--- src/rtl/timer_pkg.sv ---
// Shared timer definitions: default data width and the packed layout of a
// capture FIFO entry, which is {data, delta, first, alarm} from MSB to LSB.
package timer_pkg;

    localparam int DEFAULT_DATA_W = 32;

    localparam int ALARM_OFF = 0;
    localparam int FIRST_OFF = 1;
    localparam int DELTA_OFF = 2;

    function automatic int data_off(input int data_w);
        return DELTA_OFF + data_w;
    endfunction

    function automatic int entry_w(input int data_w);
        return 2 * data_w + 2;
    endfunction

endpackage

--- src/rtl/sync_fifo.sv ---
// Single-clock FIFO with extended pointers; level is the pointer difference.
// A push while full is accepted only when a pop happens in the same cycle.
module sync_fifo #(
    parameter int WIDTH  = 8,
    parameter int DEPTH  = 8,
    parameter int ADDR_W = $clog2(DEPTH)
) (
    input  logic              clk_i,
    input  logic              rst_an_i,
    input  logic              push_i,
    input  logic              pop_i,
    input  logic [WIDTH-1:0]  data_i,
    output logic [WIDTH-1:0]  data_o,
    output logic              full_o,
    output logic              empty_o,
    output logic [ADDR_W:0]   level_o
);

    localparam logic [ADDR_W:0] FULL_LEVEL = DEPTH[ADDR_W:0];

    logic [WIDTH-1:0] mem [DEPTH];
    logic [ADDR_W:0]  wr_ptr;
    logic [ADDR_W:0]  rd_ptr;
    logic             do_push;
    logic             do_pop;

    always_comb begin
        level_o = wr_ptr - rd_ptr;
        empty_o = (level_o == '0);
        full_o  = (level_o == FULL_LEVEL);
        do_pop  = pop_i & ~empty_o;
        do_push = push_i & (~full_o | do_pop);
        // Head reads as zero when empty so nothing stale or unknown escapes.
        data_o  = empty_o ? '0 : mem[rd_ptr[ADDR_W-1:0]];
    end

    always_ff @(posedge clk_i) begin
        if (do_push) begin
            mem[wr_ptr[ADDR_W-1:0]] <= data_i;
        end
    end

    always_ff @(posedge clk_i or negedge rst_an_i) begin
        if (!rst_an_i) begin
            wr_ptr <= '0;
            rd_ptr <= '0;
        end else begin
            if (do_push) wr_ptr <= wr_ptr + 1'b1;
            if (do_pop)  rd_ptr <= rd_ptr + 1'b1;
        end
    end

endmodule

--- src/rtl/capture_delta_fifo.sv ---
// Buffers captured counter values tagged with delta-since-previous-capture,
// a first-capture flag and an alarm-seen flag, presented on a valid/ready stream.
module capture_delta_fifo
    import timer_pkg::*;
#(
    parameter int DATA_W = DEFAULT_DATA_W,
    parameter int DEPTH  = 8,
    parameter int ADDR_W = $clog2(DEPTH)
) (
    input  logic              clk_i,
    input  logic              rst_an_i,
    input  logic              capture_stb_i,
    input  logic [DATA_W-1:0] captured_i,
    input  logic              rst_capture_stb_i,
    input  logic              alarm_i,
    output logic              m_valid_o,
    input  logic              m_ready_i,
    output logic [DATA_W-1:0] m_data_o,
    output logic [DATA_W-1:0] m_delta_o,
    output logic              m_first_o,
    output logic              m_alarm_o,
    output logic [ADDR_W:0]   level_o,
    output logic              overflow_o,
    input  logic              clr_overflow_i
);

    localparam int ENTRY_W  = entry_w(DATA_W);
    localparam int DATA_OFF = data_off(DATA_W);

    logic [DATA_W-1:0]  last_q;
    logic               have_ref_q;
    logic               alarm_seen_q;
    logic               alarm_prev_q;
    logic               overflow_q;

    logic               rise;
    logic               first;
    logic               alarm_bit;
    logic [DATA_W-1:0]  delta;
    logic               full;
    logic               empty;
    logic               pop;
    logic               push;
    logic               drop;
    logic [ENTRY_W-1:0] entry;
    logic [ENTRY_W-1:0] head;

    // Stream handshake: an entry transfers on every rising edge where
    // m_valid_o and m_ready_i are both high; while m_valid_o is high and
    // m_ready_i is low the head fields hold. m_valid_o never depends on m_ready_i.
    always_comb begin
        rise      = alarm_i & ~alarm_prev_q;
        first     = ~have_ref_q | rst_capture_stb_i;
        delta     = first ? captured_i : captured_i - last_q;
        alarm_bit = ~rst_capture_stb_i & (alarm_seen_q | rise);
        pop       = ~empty & m_ready_i;
        push      = capture_stb_i & (~full | pop);
        drop      = capture_stb_i & ~push;

        entry                          = '0;
        entry[DATA_OFF +: DATA_W]      = captured_i;
        entry[DELTA_OFF +: DATA_W]     = delta;
        entry[FIRST_OFF]               = first;
        entry[ALARM_OFF]               = alarm_bit;
    end

    sync_fifo #(
        .WIDTH  (ENTRY_W),
        .DEPTH  (DEPTH),
        .ADDR_W (ADDR_W)
    ) u_fifo (
        .clk_i    (clk_i),
        .rst_an_i (rst_an_i),
        .push_i   (push),
        .pop_i    (pop),
        .data_i   (entry),
        .data_o   (head),
        .full_o   (full),
        .empty_o  (empty),
        .level_o  (level_o)
    );

    // Dropped captures still advance the reference and clear the alarm flag.
    always_ff @(posedge clk_i or negedge rst_an_i) begin
        if (!rst_an_i) begin
            last_q       <= '0;
            have_ref_q   <= 1'b0;
            alarm_seen_q <= 1'b0;
            alarm_prev_q <= 1'b0;
            overflow_q   <= 1'b0;
        end else begin
            alarm_prev_q <= alarm_i;
            if (capture_stb_i) begin
                last_q       <= captured_i;
                have_ref_q   <= 1'b1;
                alarm_seen_q <= 1'b0;
            end else if (rst_capture_stb_i) begin
                have_ref_q   <= 1'b0;
                alarm_seen_q <= 1'b0;
            end else if (rise) begin
                alarm_seen_q <= 1'b1;
            end
            if (drop) begin
                overflow_q <= 1'b1;
            end else if (clr_overflow_i) begin
                overflow_q <= 1'b0;
            end
        end
    end

    always_comb begin
        m_valid_o  = ~empty;
        m_data_o   = head[DATA_OFF +: DATA_W];
        m_delta_o  = head[DELTA_OFF +: DATA_W];
        m_first_o  = head[FIRST_OFF];
        m_alarm_o  = head[ALARM_OFF];
        overflow_o = overflow_q;
    end

endmodule

--- config.mk ---
export PLATFORM = sky130hd
export DESIGN_NAME = capture_delta_fifo
export DESIGN_NICKNAME = d
export VERILOG_FILES = /design/src/rtl/timer_pkg.sv /design/src/rtl/sync_fifo.sv /design/src/rtl/capture_delta_fifo.sv
export SDC_FILE = /design/constraint.sdc
export NUM_CORES = 1
export LEC_CHECK = 0
export ABC_AREA = 1
export CORE_MARGIN = 2
export CORE_UTILIZATION = 39
export CTS_CLUSTER_SIZE = 14
export DETAILED_ROUTE_END_ITERATION = 7
export GPL_ROUTABILITY_DRIVEN = 0
export PLACE_DENSITY = 0.62
export SYNTH_ARGS = -nofsm -noshare
export SYNTH_HDL_FRONTEND = slang
export SYNTH_SLANG_ARGS = --single-unit
--- constraint.sdc ---
create_clock -name clk_i -period 6.9 [get_ports clk_i]
set_input_delay 1.035 -clock clk_i [delete_from_list [all_inputs] [get_ports clk_i]]
set_output_delay 1.035 -clock clk_i [all_outputs]
set_load 0.02 [all_outputs]
**After elaboration in Yosys (flattened, before gate mapping)**

Memories as Yosys holds them, arrays and structs flattened.
Cells that the tools add are included.

- Register bits after elaboration: 44
- Input port bits: 39
- Output and inout bits: 72
- Memories: 1
- Word-level logic and storage cells: 45
- Memory bits (writable): 528

- Reductions and logical operators: 4
- $add $sub $neg: 4
- Eq/ne operators: 1
- Bitwise gates (word level): 17
- Muxes and demuxes: 11

Memory list:

| name | words | bits a word | read ports | clocked after memory_dff | wr ports | line | text |
|---|---|---|---|---|---|---|---|
| u_fifo.mem | 8 | 66 | 1 | 0 | 1 | sync_fifo.sv:21 | `logic [WIDTH-1:0] mem [DEPTH];` |

Operators by type and width:

| operator | count |
|---|---|
| two-way mux 66 bit | 1 |
| two-way mux 32 bit | 1 |
| subtractor 32 bit | 1 |
| two-way mux 1 bit | 9 |
| adder 4 x 1 -> 4 bit (second input constant) | 2 |
| AND 1 bit | 7 |
| NOT 1 bit | 6 |
| == test 4 bit (second input constant) | 1 |
| zero test 4 bit | 1 |
| bitwise OR 1 bit | 4 |
| nonzero test 2 bit | 2 |
| subtractor 4 bit | 1 |
| nonzero test 3 bit | 1 |

**Logic depth before layout (Yosys ltp)**

- Depth after elaboration: 9
- Mapped depth: 15
- Mapped depth without buffers: 15

**Hierarchy**

Synthesis repeated with hierarchy kept, for this count alone.

- Cell total of the unflattened synthesis: 2474
- Area, all modules: 25745.9 um2

By module, submodules not included:

| module | seq. area each (um2) | cells an instance | area each (um2) | times used |
|---|---|---|---|---|
| sync_fifo | 16055.4 | 1719 | 21544.4 | 1 |
| capture_delta_fifo | 900.9 | 755 | 4201.5 | 1 |

**Least setup slack after synthesis**

Ideal clock, no wire load.

- Path kind: reg-to-reg
- Start point: register u_fifo.rd_ptr[2]
- End point: memory u_fifo.mem[3][0] in the netlist's numbering (enable)
- Setup time: 572 ps
- Path buffers: 3
- Data arrival time: 6979 ps
- Clock period less this slack: 7550 ps
- Stages on the path, launching flop included: 11
- Data required time: 6328 ps
- Slack: -650 ps
- Path through: dfrtp_1 > clkbuf_1 > buf_2 > buf_1 > inv_1 > ha_1 > xor2_1 > nor3_1 > nand3b_1 > nand2_1 > nor3_1

- Longest elaborated chain between the ends: 9
- Elaborated cells between the ends (all ways): 13
- Those cells by class: 1 x add/sub; 1 x eq/ne; 2 x mux; 8 x bitwise; 1 x reduce/logical

Ends and longest elaborated chain:

| what | line | text |
|---|---|---|
| start, declared | sync_fifo.sv:23 | `logic [ADDR_W:0] rd_ptr;` |
| start signal, assigned | sync_fifo.sv:49 | `if (do_pop) rd_ptr <= rd_ptr + 1'b1;` |
| subtractor 4 bit * | sync_fifo.sv:28 | `level_o = wr_ptr - rd_ptr;` |
| via level_o[2] | capture_delta_fifo.sv:22 | `output logic [ADDR_W:0] level_o,` |
| zero test 4 bit | sync_fifo.sv:29 | `empty_o = (level_o == '0);` |
| NOT 1 bit | sync_fifo.sv:31, capture_delta_fifo.sv:56 |  |
| AND 1 bit | capture_delta_fifo.sv:56 | `pop = ~empty & m_ready_i;` |
| bitwise OR 1 bit / AND 1 bit (equally long branches) | capture_delta_fifo.sv:57, sync_fifo.sv:31 |  |
| AND 1 bit / bitwise OR 1 bit (equally long branches) | capture_delta_fifo.sv:57, sync_fifo.sv:32 |  |
| AND 1 bit * | sync_fifo.sv:32 | `do_push = push_i & (~full_o \| do_pop);` |
| two-way mux 1 bit * | sync_fifo.sv:38 | `if (do_push) begin` |
| two-way mux 1 bit (not written as such) * | sync_fifo.sv:39 | `mem[wr_ptr[ADDR_W-1:0]] <= data_i;` |
| end, declared | sync_fifo.sv:21 |  |

Mark *: on every way through the listed nets, which the timed path passes. The rest lies on a longest branch.

**Worst setup path in the final report**

- Start point: register u_fifo.rd_ptr[2]
- End point: output m_delta_o[4]

- Longest elaborated chain between the ends: 3
- Elaborated cells between the ends (all ways): 4
- Those cells by class: 1 x add/sub; 1 x mux; 1 x reduce/logical; 1 x memory

Ends and longest elaborated chain:

| what | line | text |
|---|---|---|
| subtractor 4 bit | sync_fifo.sv:28 |  |
| zero test 4 bit | sync_fifo.sv:29 |  |
| two-way mux 66 bit * | sync_fifo.sv:34 | `data_o = empty_o ? '0 : mem[rd_ptr[ADDR_W-1:0]];` |
| end, declared | capture_delta_fifo.sv:19 | `output logic [DATA_W-1:0] m_delta_o,` |

Every way passes the cells marked *; elsewhere a longest branch is shown, timed or not.

==> results_tabular.tex <==
\begin{tabular}{lr}
\hline
Metric & Value \\
\hline
\multicolumn{2}{l}{\textbf{Outcome}} \\
\quad Outcome & complete, no violations \\
\multicolumn{2}{l}{\textbf{Detailed routing}} \\
\quad Routed via count divided by cell count & 5.29 \\
\quad Number of remaining DRC errors & 0 \\
\quad Final routed wirelength across all metal layers & 65000 µm \\
\quad Number of nets with antenna violations after routing & 0 \\
\quad Drt pass-1 iters & 5 \\
\quad Total via count after detailed routing & 17080 \\
\quad Average wire length per cell after detail routing & 20.1 µm \\
\quad Violation count after the first detailed-route iteration & 1472 \\
\multicolumn{2}{l}{\textbf{Floorplanning}} \\
\quad Ports & 111 \\
\quad Die area & 66900 µm² \\
\quad Area of the core & 64300 µm² \\
\quad Count of standard-cell rows & 93 \\
\quad Height of the die & 259 µm \\
\quad Initial core utilization & 39.3\% \\
\quad Horizontal die dimension & 259 µm \\
\multicolumn{2}{l}{\textbf{Cells and area}} \\
\quad Nets@finish & 2403 \\
\quad Final Core Density & 45.5\% \\
\quad Count of fill cells added during filler insertion & 5737 \\
\quad Count of inserted antenna diode cells & 0 \\
\quad Synth-to-layout area growth & 15.8\% \\
\quad Final cell count without fillers & 3229 \\
\quad Share of final-layout standard cells stronger than drive strength 1 & 8.13\% \\
\multicolumn{2}{l}{\textbf{Synth}} \\
\quad Cell area after synthesis & 25300 µm² \\
\quad Library cells used by synthesis & 29 \\
\quad Post-synthesis net count & 2320 \\
\quad Top cells by area in the synthesized netlist & sky130\_fd\_sc\_hd\_\_edfxtp\_1 (63\%), sky130\_fd\_sc\_hd\_\_nand2\_1 (10\%), sky130\_fd\_sc\_hd\_\_a21oi\_1 (4.4\%), sky130\_fd\_sc\_hd\_\_dfrtp\_1 (4.4\%), sky130\_fd\_sc\_hd\_\_a32o\_1 (2.6\%) \\
\quad FF+latch count, synth & 572 \\
\quad Seq/Total Area, Yosys & 67.0\% \\
\quad Cell accounting for the most synthesized area & sky130\_fd\_sc\_hd\_\_edfxtp\_1 \\
\quad Number of instances in the synthesized netlist & 2243 \\
\quad Average cell area after synthesis & 11.3 µm² \\
\quad Yosys warnings & 0 \\
\quad Portion of synthesized cell area occupied by the leading cell type & 62.7\% \\
\multicolumn{2}{l}{\textbf{Worst setup path}} \\
\quad Critical Path Start Type & flip-flop \\
\quad Crit Path Max Fanout & 77 \\
\quad Data arrival time of the critical path & 5.05 ns \\
\quad Critical Setup Path Class & flip-flop to output pin \\
\quad Capturing element type of the critical path & output pin \\
\quad Critical path required time & 5.86 ns \\
\multicolumn{2}{l}{\textbf{Clocking}} \\
\quad TritonCTS clock tree & built \\
\quad Clock latency of the later-clocked register in the worst-skew pair & 0.62 ns \\
\quad Quantity of hold-fixing buffers added after cts & 0 \\
\quad Clock net sink count & 572 \\
\quad Root Driver & sky130\_fd\_sc\_hd\_\_clkbuf\_16 \\
\quad PostCTS Resize Cnt & 0 \\
\quad Number of buffers inserted to repair setup after CTS & 0 \\
\quad CTS clock-pin slew for the worst setup and hold paths & 0.08 ns \\
\quad H-tree depth reported by CTS & 2 \\
\quad CTS Buffer Depth & 3 \\
\quad Total CTS buffers & 56 \\
\multicolumn{2}{l}{\textbf{Timing}} \\
\quad Minimum clock period after layout & 6.08 ns \\
\quad Layout Skew & 0.0273 ns \\
\quad Transition time of the tightest slew-check pin & 1.16 ns \\
\quad Crit share post-route & 88.1\% \\
\quad Tightest hold margin & 0.523 ns \\
\quad Remaining max-slew budget at the tightest pin & 22.5\% \\
\quad Final count of pins violating max slew & 0 \\
\quad Post-route worst setup slack & 0.819 ns \\
\quad Setup repair after global routing missed its margin & no \\
\quad Max Fclk & 164 MHz \\
\quad Number of hold violations in the final report & 0 \\
\quad Setup-failing EPs final & 0 \\
\multicolumn{2}{l}{\textbf{Job}} \\
\quad Count of max-cap constraint violations & 0 \\
\multicolumn{2}{l}{\textbf{GRT}} \\
\quad Antenna violations before repair & 0 \\
\quad Wire length of the first global-routing pass & 98900 µm \\
\quad Largest net degree at the start of global routing & 159 \\
\quad Total global-route track usage & 19.3\% \\
\quad Via count of the first global-routing pass & 16568 \\
\quad Total global routing overflow & 0 \\
\multicolumn{2}{l}{\textbf{Min path}} \\
\quad Worst min path class & input port to async pin \\
\multicolumn{2}{l}{\textbf{Pwr}} \\
\quad PwrDens & 470 nW/µm² \\
\quad Worst IR drop on VDD & 361 µV \\
\quad Cell leakage power & 0.0109 µW \\
\multicolumn{2}{l}{\textbf{Placed design}} \\
\quad Detailed-placement wirelength estimate & 40400 µm \\
\quad Number of cells after detailed placement & 3123 \\
\quad Minimum setup slack after placement & 1.44 ns \\
\quad Number of port buffers & 110 \\
\hline
\end{tabular}
-- registers in the layout (all words and copies together), names as in the netlist --
signal,count
u_fifo.mem,528
last_q,32
u_fifo.rd_ptr,4
u_fifo.wr_ptr,4
alarm_prev_q,1
alarm_seen_q,1
have_ref_q,1
overflow_o,1
-- metrics by stage --
step | cell area, µm² | TNS [ns] | power [µW]
after CTS | 29300 | 0 | 13900
after global routing | 29300 | 0 | 14500
after floorplan | 25300 | -171.39 | 8400
after global placement | 27300 | 0 | 10600
after detailed placement | 27300 | 0 | 10700
final | 29300 | 0 | 13800
-- cells by family (layout without fill, tap and decap cells) --
family | Yosys count | after routing | synth area share [%]
AOI/OAI and AO/OA | 467 | 467 | 12.7
xor gates and xnor gates | 12 | 12 | 0.415
adders and majority gates | 38 | 38 | 1.94
buffers and inverters | 284 | 415 | 4.50
DFF | 572 | 572 | 67.0
and+or+nand+nor | 870 | 870 | 13.5
-- worst paths after layout --
| kind | startpoint | to | slack [ns] | cells past startpoint |
|---|---|---|---|---|
| worst max-delay path | u_fifo.rd_ptr[2] | m_delta_o[4] | 0.82 | 10 |
| worst min-delay path | rst_an_i | last_q[5] | 0.52 | 2 |
| worst max register to register | u_fifo.rd_ptr[2] | u_fifo.mem[0][22] | 2.62 | 9 |
| worst min register to register | last_q[31] | last_q[31] | 0.52 | 2 |
| max in group asynchronous | rst_an_i | u_fifo.rd_ptr[0] | 5.84 | 2 |
| min in group clk_i | last_q[31] | last_q[31] | 0.52 | 2 |
-- synthesized netlist by cell type (all sizes together) --
| master | n |
|---|---|
| nand2 | 672 |
| edfxtp | 528 |
| a21oi | 224 |
| inv | 160 |
| nor2 | 113 |
| clkbuf | 78 |
| a211oi | 66 |
| a22oi | 66 |
| a32o | 66 |
| nand3 | 56 |
| buf | 46 |
| dfrtp | 44 |
| o21ai | 40 |
| ha | 36 |
| nor3 | 10 |
| or2 | 9 |
| nand3b | 6 |
| xnor2 | 6 |
| xor2 | 6 |
| nand4 | 3 |
| o21bai | 3 |
| fa | 2 |
| a21o | 1 |
| nand2b | 1 |
| o22ai | 1 |
-- cells in the final DEF, fill, tap and decap left out, types with 3 or more instances in the layout --
cell type and count:
sky130_fd_sc_hd__clkinv_1 7, sky130_fd_sc_hd__nor2_4 4, sky130_fd_sc_hd__a21oi_1 224, sky130_fd_sc_hd__clkbuf_16 57, sky130_fd_sc_hd__a211oi_1 26, sky130_fd_sc_hd__a22oi_1 66
sky130_fd_sc_hd__o21ai_0 40, sky130_fd_sc_hd__a211oi_2 40, sky130_fd_sc_hd__nand4_1 3, sky130_fd_sc_hd__nand3b_1 6, sky130_fd_sc_hd__buf_4 35, sky130_fd_sc_hd__dfrtp_1 41
sky130_fd_sc_hd__buf_12 4, sky130_fd_sc_hd__a32o_1 66, sky130_fd_sc_hd__nor3_1 6, sky130_fd_sc_hd__o21bai_1 3, sky130_fd_sc_hd__nor3_2 4, sky130_fd_sc_hd__clkbuf_8 5
sky130_fd_sc_hd__nand3_1 56, sky130_fd_sc_hd__nand2_1 672, sky130_fd_sc_hd__ha_1 36, sky130_fd_sc_hd__inv_6 3, sky130_fd_sc_hd__clkdlybuf4s50_1 108, sky130_fd_sc_hd__inv_1 156
sky130_fd_sc_hd__clkinv_2 11, sky130_fd_sc_hd__edfxtp_1 528, sky130_fd_sc_hd__xor2_1 6, sky130_fd_sc_hd__or2_2 9, sky130_fd_sc_hd__nor2_1 109, sky130_fd_sc_hd__bufinv_16 10
sky130_fd_sc_hd__xnor2_1 6, sky130_fd_sc_hd__clkbuf_1 12
-- worst max-delay path, stage by stage, from the launching register on --
cell and delay [ns]:
sky130_fd_sc_hd__dfrtp_4 1.05, sky130_fd_sc_hd__inv_1 0.13, sky130_fd_sc_hd__ha_1 0.38, sky130_fd_sc_hd__a21oi_1 0.14, sky130_fd_sc_hd__nand2_1 0.08, sky130_fd_sc_hd__xor2_1 0.23
sky130_fd_sc_hd__nand2b_2 0.21, sky130_fd_sc_hd__clkinv_2 0.73, sky130_fd_sc_hd__buf_4 0.55, sky130_fd_sc_hd__a211oi_1 0.25, sky130_fd_sc_hd__clkdlybuf4s50_1 0.66
-- final cells by class --
type | instances | area (µm²) | share of cell area (%)
clock buffer | 74 | 1540 | 5.26
clock inverter | 32 | 419 | 1.43
inverter | 160 | 614 | 2.10
multi-input combinational | 1387 | 7260 | 24.8
sequential | 572 | 17000 | 57.9
tap | 855 | 1070 | 3.65
timing repair buffer | 149 | 1430 | 4.89
-- layer usage --
layer / track usage [%] / wire (µm)
met4: 5.12 / 1440
met5: 0 / 0
met3: 2.81 / 3490
met2: 33.6 / 32700
met1: 25.2 / 27300
-- power by group --
part	switching (µW)	total, µW	internal, µW
combinational	3730	5930	2200
sequential	203	4610	4410
clock	1290	3240	1940
No activity file was read; power rests on OpenSTA's default activity.
